===== src/rtl/ahb3lite_pkg.sv =====
// ----------------------------------------------------------------------------
// ahb3lite_pkg
//   Shared AHB3-Lite encodings and the local types used by the two-requester
//   DMA master arbiter.
//   Contents:
//     - HTRANS / HBURST / HRESP encodings
//     - slot_state_t : per-requester slot state (IDLE, PEND, DATA)
//     - owner_t      : bus owner encoding (NONE, R0, R1)
//     - is_transfer(): true for HTRANS values that start a real transfer
// ----------------------------------------------------------------------------
package ahb3lite_pkg;

    localparam logic [1:0] HTRANS_IDLE   = 2'b00;
    localparam logic [1:0] HTRANS_BUSY   = 2'b01;
    localparam logic [1:0] HTRANS_NONSEQ = 2'b10;
    localparam logic [1:0] HTRANS_SEQ    = 2'b11;

    localparam logic [2:0] HBURST_SINGLE = 3'b000;

    localparam logic HRESP_OKAY  = 1'b0;
    localparam logic HRESP_ERROR = 1'b1;

    typedef logic [1:0] slot_state_t;
    localparam slot_state_t SLOT_IDLE = 2'd0;
    localparam slot_state_t SLOT_PEND = 2'd1;
    localparam slot_state_t SLOT_DATA = 2'd2;

    typedef logic [1:0] owner_t;
    localparam owner_t OWNER_NONE = 2'd0;
    localparam owner_t OWNER_R0   = 2'd1;
    localparam owner_t OWNER_R1   = 2'd2;

    // NONSEQ and SEQ carry data; IDLE and BUSY never do.
    function automatic logic is_transfer(input logic [1:0] htrans);
        return (htrans == HTRANS_NONSEQ) || (htrans == HTRANS_SEQ);
    endfunction

endpackage


===== src/rtl/ahb3lite_dma_req_slot.sv =====
// ----------------------------------------------------------------------------
// ahb3lite_dma_req_slot
//   One requester-side slot: captures the requester's address phase and runs
//   the IDLE -> PEND -> DATA state machine that lets the requester see a
//   legal AHB3-Lite slave while the shared bus is arbitrated.
//   Ports:
//     clk_i, rst_n_i        clock, asynchronous active-low reset
//     hsel, htrans, haddr,
//     hwrite, hsize, hprot  requester address-phase signals
//     bus_hready, bus_hresp shared bus ready / response
//     is_addr_owner         this slot currently owns the bus address phase
//     hready, hresp         ready / response returned to the requester
//     accept                a transfer is accepted at the coming edge
//     pending               slot is waiting for or in its bus address phase
//     addr, write, size,
//     prot                  captured address-phase registers
// ----------------------------------------------------------------------------
module ahb3lite_dma_req_slot
    import ahb3lite_pkg::*;
#(
    parameter int HADDR_SIZE = 32
) (
    input  logic                  clk_i,
    input  logic                  rst_n_i,
    input  logic                  hsel,
    input  logic [1:0]            htrans,
    input  logic [HADDR_SIZE-1:0] haddr,
    input  logic                  hwrite,
    input  logic [2:0]            hsize,
    input  logic [3:0]            hprot,
    input  logic                  bus_hready,
    input  logic                  bus_hresp,
    input  logic                  is_addr_owner,
    output logic                  hready,
    output logic                  hresp,
    output logic                  accept,
    output logic                  pending,
    output logic [HADDR_SIZE-1:0] addr,
    output logic                  write,
    output logic [2:0]            size,
    output logic [3:0]            prot
);

    slot_state_t state;

    // NOTE: defaults are assigned before the case so no path leaves hready
    // unassigned and no latch is inferred.
    always_comb begin
        hready = 1'b1;
        case (state)
            SLOT_IDLE: hready = 1'b1;
            SLOT_PEND: hready = 1'b0;
            SLOT_DATA: hready = bus_hready;
            default:   hready = 1'b1;
        endcase
    end

    assign hresp   = (state == SLOT_DATA) ? bus_hresp : HRESP_OKAY;
    assign pending = (state == SLOT_PEND);
    assign accept  = hsel && is_transfer(htrans) && hready;

    // NOTE: state is updated with non-blocking assignments so every flop
    // samples the pre-edge values of its neighbours.
    always_ff @(posedge clk_i or negedge rst_n_i) begin
        if (!rst_n_i) begin
            state <= SLOT_IDLE;
        end else begin
            case (state)
                SLOT_IDLE: if (accept) state <= SLOT_PEND;
                SLOT_PEND: if (bus_hready && is_addr_owner) state <= SLOT_DATA;
                // A requester in DATA sees hready=1 at the same edge the bus
                // completes, so it may chain straight into a new transfer.
                SLOT_DATA: if (bus_hready) state <= accept ? SLOT_PEND : SLOT_IDLE;
                default:   state <= SLOT_IDLE;
            endcase
        end
    end

    // NOTE: the capture registers are reset too, so the bus never sees
    // X on address/control even though they are only used while owned.
    always_ff @(posedge clk_i or negedge rst_n_i) begin
        if (!rst_n_i) begin
            addr  <= '0;
            write <= 1'b0;
            size  <= '0;
            prot  <= '0;
        end else if (accept) begin
            addr  <= haddr;
            write <= hwrite;
            size  <= hsize;
            prot  <= hprot;
        end
    end

endmodule


===== src/rtl/ahb3lite_dma_master_arb.sv =====
// ----------------------------------------------------------------------------
// ahb3lite_dma_master_arb
//   Merges two AHB3-Lite requester ports onto one AHB3-Lite master bus.
//   Each requester's address phase is parked in a slot; slots are granted to
//   the bus one single transfer at a time (round-robin or fixed priority).
//   Ports:
//     clk_i, rst_n_i                 clock, asynchronous active-low reset
//     rHSEL..rHTRANS                 requester address/data-phase inputs
//     rHRDATA, rHREADY, rHRESP       responses back to each requester
//     mHSEL..mHTRANS, mHWDATA        shared bus address/data-phase outputs
//     mHRDATA, mHREADY, mHRESP       shared bus responses
//     mHREADYOUT                     mirrors mHREADY
//   Parameters:
//     HADDR_SIZE, HDATA_SIZE         address / data widths
//     PRIORITY_MODE                  0 = round-robin, 1 = requester 0 wins
// ----------------------------------------------------------------------------
module ahb3lite_dma_master_arb
    import ahb3lite_pkg::*;
#(
    parameter int HADDR_SIZE    = 32,
    parameter int HDATA_SIZE    = 32,
    parameter int PRIORITY_MODE = 0
) (
    input  logic                       clk_i,
    input  logic                       rst_n_i,

    input  logic [1:0]                 rHSEL,
    input  logic [1:0][HADDR_SIZE-1:0] rHADDR,
    input  logic [1:0][HDATA_SIZE-1:0] rHWDATA,
    input  logic [1:0]                 rHWRITE,
    input  logic [1:0][2:0]            rHSIZE,
    input  logic [1:0][2:0]            rHBURST,
    input  logic [1:0][3:0]            rHPROT,
    input  logic [1:0][1:0]            rHTRANS,
    output logic [1:0][HDATA_SIZE-1:0] rHRDATA,
    output logic [1:0]                 rHREADY,
    output logic [1:0]                 rHRESP,

    output logic                       mHSEL,
    output logic [HADDR_SIZE-1:0]      mHADDR,
    output logic [HDATA_SIZE-1:0]      mHWDATA,
    input  logic [HDATA_SIZE-1:0]      mHRDATA,
    output logic                       mHWRITE,
    output logic [2:0]                 mHSIZE,
    output logic [2:0]                 mHBURST,
    output logic [3:0]                 mHPROT,
    output logic [1:0]                 mHTRANS,
    output logic                       mHREADYOUT,
    input  logic                       mHREADY,
    input  logic                       mHRESP
);

    owner_t addr_owner;
    owner_t data_owner;
    owner_t grant;
    logic   rr_favour_r1;

    logic [1:0]            accept;
    logic [1:0]            pending;
    logic [1:0]            cand;
    logic [HADDR_SIZE-1:0] slot_addr  [2];
    logic                  slot_write [2];
    logic [2:0]            slot_size  [2];
    logic [3:0]            slot_prot  [2];

    // Bursts are split into singles, so the requester burst type is unused.
    logic unused_hburst;
    assign unused_hburst = ^rHBURST;

    for (genvar g = 0; g < 2; g++) begin : g_slot
        localparam owner_t SLOT_ID = (g == 0) ? OWNER_R0 : OWNER_R1;

        ahb3lite_dma_req_slot #(
            .HADDR_SIZE (HADDR_SIZE)
        ) u_slot (
            .clk_i         (clk_i),
            .rst_n_i       (rst_n_i),
            .hsel          (rHSEL[g]),
            .htrans        (rHTRANS[g]),
            .haddr         (rHADDR[g]),
            .hwrite        (rHWRITE[g]),
            .hsize         (rHSIZE[g]),
            .hprot         (rHPROT[g]),
            .bus_hready    (mHREADY),
            .bus_hresp     (mHRESP),
            .is_addr_owner (addr_owner == SLOT_ID),
            .hready        (rHREADY[g]),
            .hresp         (rHRESP[g]),
            .accept        (accept[g]),
            .pending       (pending[g]),
            .addr          (slot_addr[g]),
            .write         (slot_write[g]),
            .size          (slot_size[g]),
            .prot          (slot_prot[g])
        );

        // A slot accepted at this edge is already a candidate, which is what
        // gives the one-cycle accept-to-address-phase latency. A pending slot
        // that already owns the address phase is leaving for DATA.
        assign cand[g] = (pending[g] && (addr_owner != SLOT_ID)) || accept[g];

        assign rHRDATA[g] = mHRDATA;
    end

    always_comb begin
        grant = OWNER_NONE;
        if (cand == 2'b11) begin
            if (PRIORITY_MODE == 1 || !rr_favour_r1) grant = OWNER_R0;
            else                                     grant = OWNER_R1;
        end else if (cand[0]) begin
            grant = OWNER_R0;
        end else if (cand[1]) begin
            grant = OWNER_R1;
        end
    end

    // Owners only move when the bus completes a phase, so address/control
    // stay stable across slave wait states.
    always_ff @(posedge clk_i or negedge rst_n_i) begin
        if (!rst_n_i) begin
            addr_owner   <= OWNER_NONE;
            data_owner   <= OWNER_NONE;
            rr_favour_r1 <= 1'b0;
        end else if (mHREADY) begin
            data_owner <= addr_owner;
            addr_owner <= grant;
            if (grant != OWNER_NONE) rr_favour_r1 <= (grant == OWNER_R0);
        end
    end

    logic addr_idx;
    logic data_idx;
    assign addr_idx = (addr_owner == OWNER_R1);
    assign data_idx = (data_owner == OWNER_R1);

    always_comb begin
        mHSEL   = 1'b0;
        mHTRANS = HTRANS_IDLE;
        mHADDR  = '0;
        mHWRITE = 1'b0;
        mHSIZE  = '0;
        mHPROT  = '0;
        if (addr_owner != OWNER_NONE) begin
            mHSEL   = 1'b1;
            mHTRANS = HTRANS_NONSEQ;
            mHADDR  = slot_addr[addr_idx];
            mHWRITE = slot_write[addr_idx];
            mHSIZE  = slot_size[addr_idx];
            mHPROT  = slot_prot[addr_idx];
        end
    end

    // The data owner's requester holds HWDATA while it is stalled in PEND
    // and throughout DATA, so a plain mux is enough.
    assign mHWDATA    = (data_owner != OWNER_NONE) ? rHWDATA[data_idx] : '0;
    assign mHBURST    = HBURST_SINGLE;
    assign mHREADYOUT = mHREADY;

endmodule


===== config.mk =====
export PLATFORM = sky130hd
export DESIGN_NAME = ahb3lite_dma_master_arb
export DESIGN_NICKNAME = d
export VERILOG_FILES = /design/src/rtl/ahb3lite_pkg.sv /design/src/rtl/ahb3lite_dma_req_slot.sv /design/src/rtl/ahb3lite_dma_master_arb.sv
export SDC_FILE = /design/constraint.sdc
export NUM_CORES = 1
export LEC_CHECK = 0
export ABC_AREA = 1
export CAP_MARGIN = 40
export CORE_ASPECT_RATIO = 0.5
export CORE_MARGIN = 2
export CORE_UTILIZATION = 34
export CTS_BUF_LIST = sky130_fd_sc_hd__clkbuf_2 sky130_fd_sc_hd__clkbuf_4 sky130_fd_sc_hd__clkbuf_8
export CTS_CLUSTER_DIAMETER = 100
export DETAILED_ROUTE_END_ITERATION = 12
export GPL_ROUTABILITY_DRIVEN = 0
export PLACE_DENSITY = 0.79
export SYNTH_ARGS = -nofsm -noshare
export SYNTH_HDL_FRONTEND = slang
export SYNTH_HIERARCHICAL = 1
export SYNTH_SLANG_ARGS = --single-unit

===== constraint.sdc =====
create_clock -name clk_i -period 1.25 [get_ports clk_i]
set_input_delay 0.25 -clock clk_i [delete_from_list [all_inputs] [get_ports clk_i]]
set_output_delay 0.25 -clock clk_i [all_outputs]
set_load 0.02 [all_outputs]

==> results.py <==
metrics = {
    "clock_network": {
        "clock_insertion_delay_worst_skew_ns": 0.38,
        "clkTransAtPathRegs_ns": 0.09,
        "clock_buffer_count_from_cts": 9,
        "maximum_count_of_clock_buffers_along_a_single_path": 2,
        "cts_sinks": 89,
        "tritoncts_clock_tree": "yes",
        "cts_root_buffer": "sky130_fd_sc_hd__clkbuf_8",
        "h-tree-depth": 3,
    },
    "synth": {
        "synth.area.top_cells": "sky130_fd_sc_hd__dfrtp_1 (43%), sky130_fd_sc_hd__nand2_1 (18%), sky130_fd_sc_hd__buf_4 (11%), sky130_fd_sc_hd__nand4_1 (9.8%), sky130_fd_sc_hd__a22o_1 (6.7%)",
        "post_synth_and_or_nand_nor_area_fraction_pct": 32.85,
        "synth.distinct_cells": 22,
        "synth_flop_cell": "sky130_fd_sc_hd__dfrtp_1",
        "ys_warn_count": 6,
        "syn_area_um2": 5210,
        "post_synthesis_cells": 657,
        "postSynthAreaPerCell_um2": 7.930,
        "synth_top_area_cell": "sky130_fd_sc_hd__dfrtp_1",
        "synth_area_in_compound_gates_pct": 7.109,
        "muxShareOfSynthArea_pct": 0,
        "synth_xor_area_share_pct": 0,
        "synth-adder-area-share_pct": 0,
        "ys_seq_area_share_pct": 42.75,
        "async_reset_ff_share_pct": 100.0,
        "synth_top_family_by_area": "simple AND/OR/NAND/NOR gates",
        "synth_edf_count": 0,
        "post-synth-top-area-fraction_pct": 42.75,
        "synth_seq_cells": 89,
    },
    "timing": {
        "layout_min_cycle_time_ns": 1.836,
        "timing.clock.skew_ns": 0.01419,
        "rsz0062_at_grt": "yes",
        "slew_violations": 0,
        "tns_ns": -48.92,
        "setup-violations-final": 165,
        "final_critical_path_setup_slack_ns": -0.5858,
        "hold_viol_final": 0,
        "fin_crit_sh_pct": 146.9,
        "fmaxAchievable_mhz": 544.7,
    },
    "route": {
        "wirelength_mm": 26.98,
        "dr.pass1.iters": 5,
        "via_per_inst": 5.892,
        "first_iter_violations": 559,
        "drt.antenna.violating_nets": 0,
        "route.vias.total": 6422,
        "routedWlPerCell_um": 24.75,
        "drcViolationCount": 0,
    },
    "finish": {
        "final_cell_mix": "sky130_fd_sc_hd__clkdlybuf4s50_1 (149), sky130_fd_sc_hd__nand2_2 (115), sky130_fd_sc_hd__nand2_1 (95)",
        "drive_gt1_share_pct": 47.20,
        "finish.utilization_pct": 66.29,
        "nets": 1079,
        "num_antenna_cells": 0,
        "layout.cells.most_common": "sky130_fd_sc_hd__clkdlybuf4s50_1",
        "syn_to_final_growth_pct": 87.03,
    },
    "pwr": {
        "leakage_power_uw": 0.004598,
        "vdd_drop_max_mv": 0.9162,
        "power_density_of_the_placed_cells_nw_per_um2": 2409,
        "report.power.total_uw": 23470,
    },
    "worst_setup_path": {
        "critical_path.endpoint_type": "output pin",
        "cp_data_arrival_time_ns": 1.59,
        "cp_data_required_time_ns": 1.00,
        "worst-path-max-fanout": 8,
        "setup.worst_path.class": "reg2out",
        "setup.worst_path.start_class": "flip-flop",
    },
    "status": {
        "violations": "negative setup slack",
        "result_of_the_run": "complete, but fails checks",
    },
    "worst_hold_path": {
        "min_path_type": "in2async",
    },
    "die": {
        "die_area_um2": 16390,
        "horizontal_die_dimension_um": 179.1,
        "die_height_um": 91.53,
        "floorplan.core_area_um2": 14700,
        "initial_utilization_pct": 35.44,
        "ios": 339,
        "placement_rows": 31,
    },
    "grt": {
        "grt_max_degree": 36,
        "grt_first_pass_wirelength_mm": 32.00,
        "gr_ovfl_total": 0,
        "antenna_violations_before_repair": 0,
        "globalRouteTotalUtil_pct": 25.46,
        "number_of_global_route_vias_before_repair": 5735,
    },
    "placed_design": {
        "detailedPlacementHpwl_mm": 13.74,
        "port_buffers": 230,
    },
    "run": {
        "maxCapViolCount": 0,
    },
}
where the power goes:
| group | internal (uW) | switching [uW] | leakage [uW] |
|---|---|---|---|
| Combinational | 7480 | 7810 | 0.00338 |
| Sequential | 4270 | 1520 | 0.00110 |
| Clock | 1310 | 1080 | 0.000121 |
cell families (layout without fill, tap and decap cells):
family,Yosys count,count (layout)
DFF,89,89
other,1,4
and+or+nand+nor,378,378
AOI/OAI and AO/OA,44,44
buffers and inverters,145,377
routing by layer:
layer,wire length [um],global-route usage (%),vias to the layer above
met3,3001,6.323,164
li1,-,-,2602
met1,9967,31.47,3106
met4,1509,9.553,0
met5,0,0,-
met2,12500,42.82,550
flip-flops by register name, indices dropped and copies added (netlist names):
signal,cells
data_owner,2
g_slot.u_slot/write,2
g_slot.u_slot/state,4
g_slot.u_slot/size,6
addr_owner,2
g_slot.u_slot/addr,64
g_slot.u_slot/prot,8
rr_favour_r1,1
stage by stage:
stage	area [um^2]	cells	worst slack [ns]	hold slack, ns
floorplan	5221	660	-0.02514	-0.04559
global placement	7386	1008	-0.6982	0.1726
detailed placement	7386	1008	-0.8067	0.1778
CTS	8233	1052	-0.4848	0.3209
global route	9744	1090	-0.5972	0.3206
finish	9744	1090	-0.5858	0.3110
Yosys cell counts (4+ instances only):
master / n
sky130_fd_sc_hd__buf_4: 75
sky130_fd_sc_hd__a22o_1: 40
sky130_fd_sc_hd__nand2_1: 253
sky130_fd_sc_hd__inv_1: 19
sky130_fd_sc_hd__dfrtp_1: 89
sky130_fd_sc_hd__buf_6: 4
sky130_fd_sc_hd__nand3_1: 32
sky130_fd_sc_hd__clkbuf_1: 10
sky130_fd_sc_hd__nand3_2: 4
sky130_fd_sc_hd__nand4_1: 82
sky130_fd_sc_hd__buf_2: 31
cell type report:
cell class                 instances  area [um^2]
fill                            1015         4956
timing repair buffer             338         3944
multi-input combinational        426         2985
sequential                        89         2232
tap                              198        247.7
clock buffer                      14        173.9
inverter                          23        101.3
clock inverter                     2        60.06
final timing paths:
kind / start / end / slack, ns / cells after the start
setup / recovery: addr_owner[0]$_DFFE_PN0P_ / mHADDR[30] / -0.59 / 6
hold / removal: rst_n_i / g_slot[1].u_slot/addr[2]$_DFFE_PN0N_ / 0.31 / 2
setup reg to reg: g_slot[0].u_slot/state[1]$_DFFE_PN0P_ / addr_owner[1]$_DFFE_PN0P_ / -0.23 / 9
hold reg to reg: g_slot[1].u_slot/write$_DFFE_PN0N_ / g_slot[1].u_slot/write$_DFFE_PN0N_ / 0.49 / 2
max in group asynchronous: rst_n_i / g_slot[1].u_slot/addr[29]$_DFFE_PN0N_ / 0.42 / 3
min in group clk_i: rHADDR[48] / g_slot[1].u_slot/addr[16]$_DFFE_PN0N_ / 0.43 / 3
what timing repair did:
action	in CTS	in global routing
gates resized for setup	499	302
pin swaps	14	55
gates cloned	7	16
buffers inserted	20	27
hold buffers	1	0
endpoints found under the hold margin	21	0
endpoints found under the setup margin	164	166
worst max-delay path, stage by stage (launching register included):
cell and delay, ns:
sky130_fd_sc_hd__dfrtp_1 0.42, sky130_fd_sc_hd__inv_2 0.10, sky130_fd_sc_hd__nand2_4 0.08, sky130_fd_sc_hd__inv_8 0.11, sky130_fd_sc_hd__buf_12 0.14, sky130_fd_sc_hd__a22o_1 0.19
sky130_fd_sc_hd__buf_4 0.16
Power figures use the tool's default switching activity.
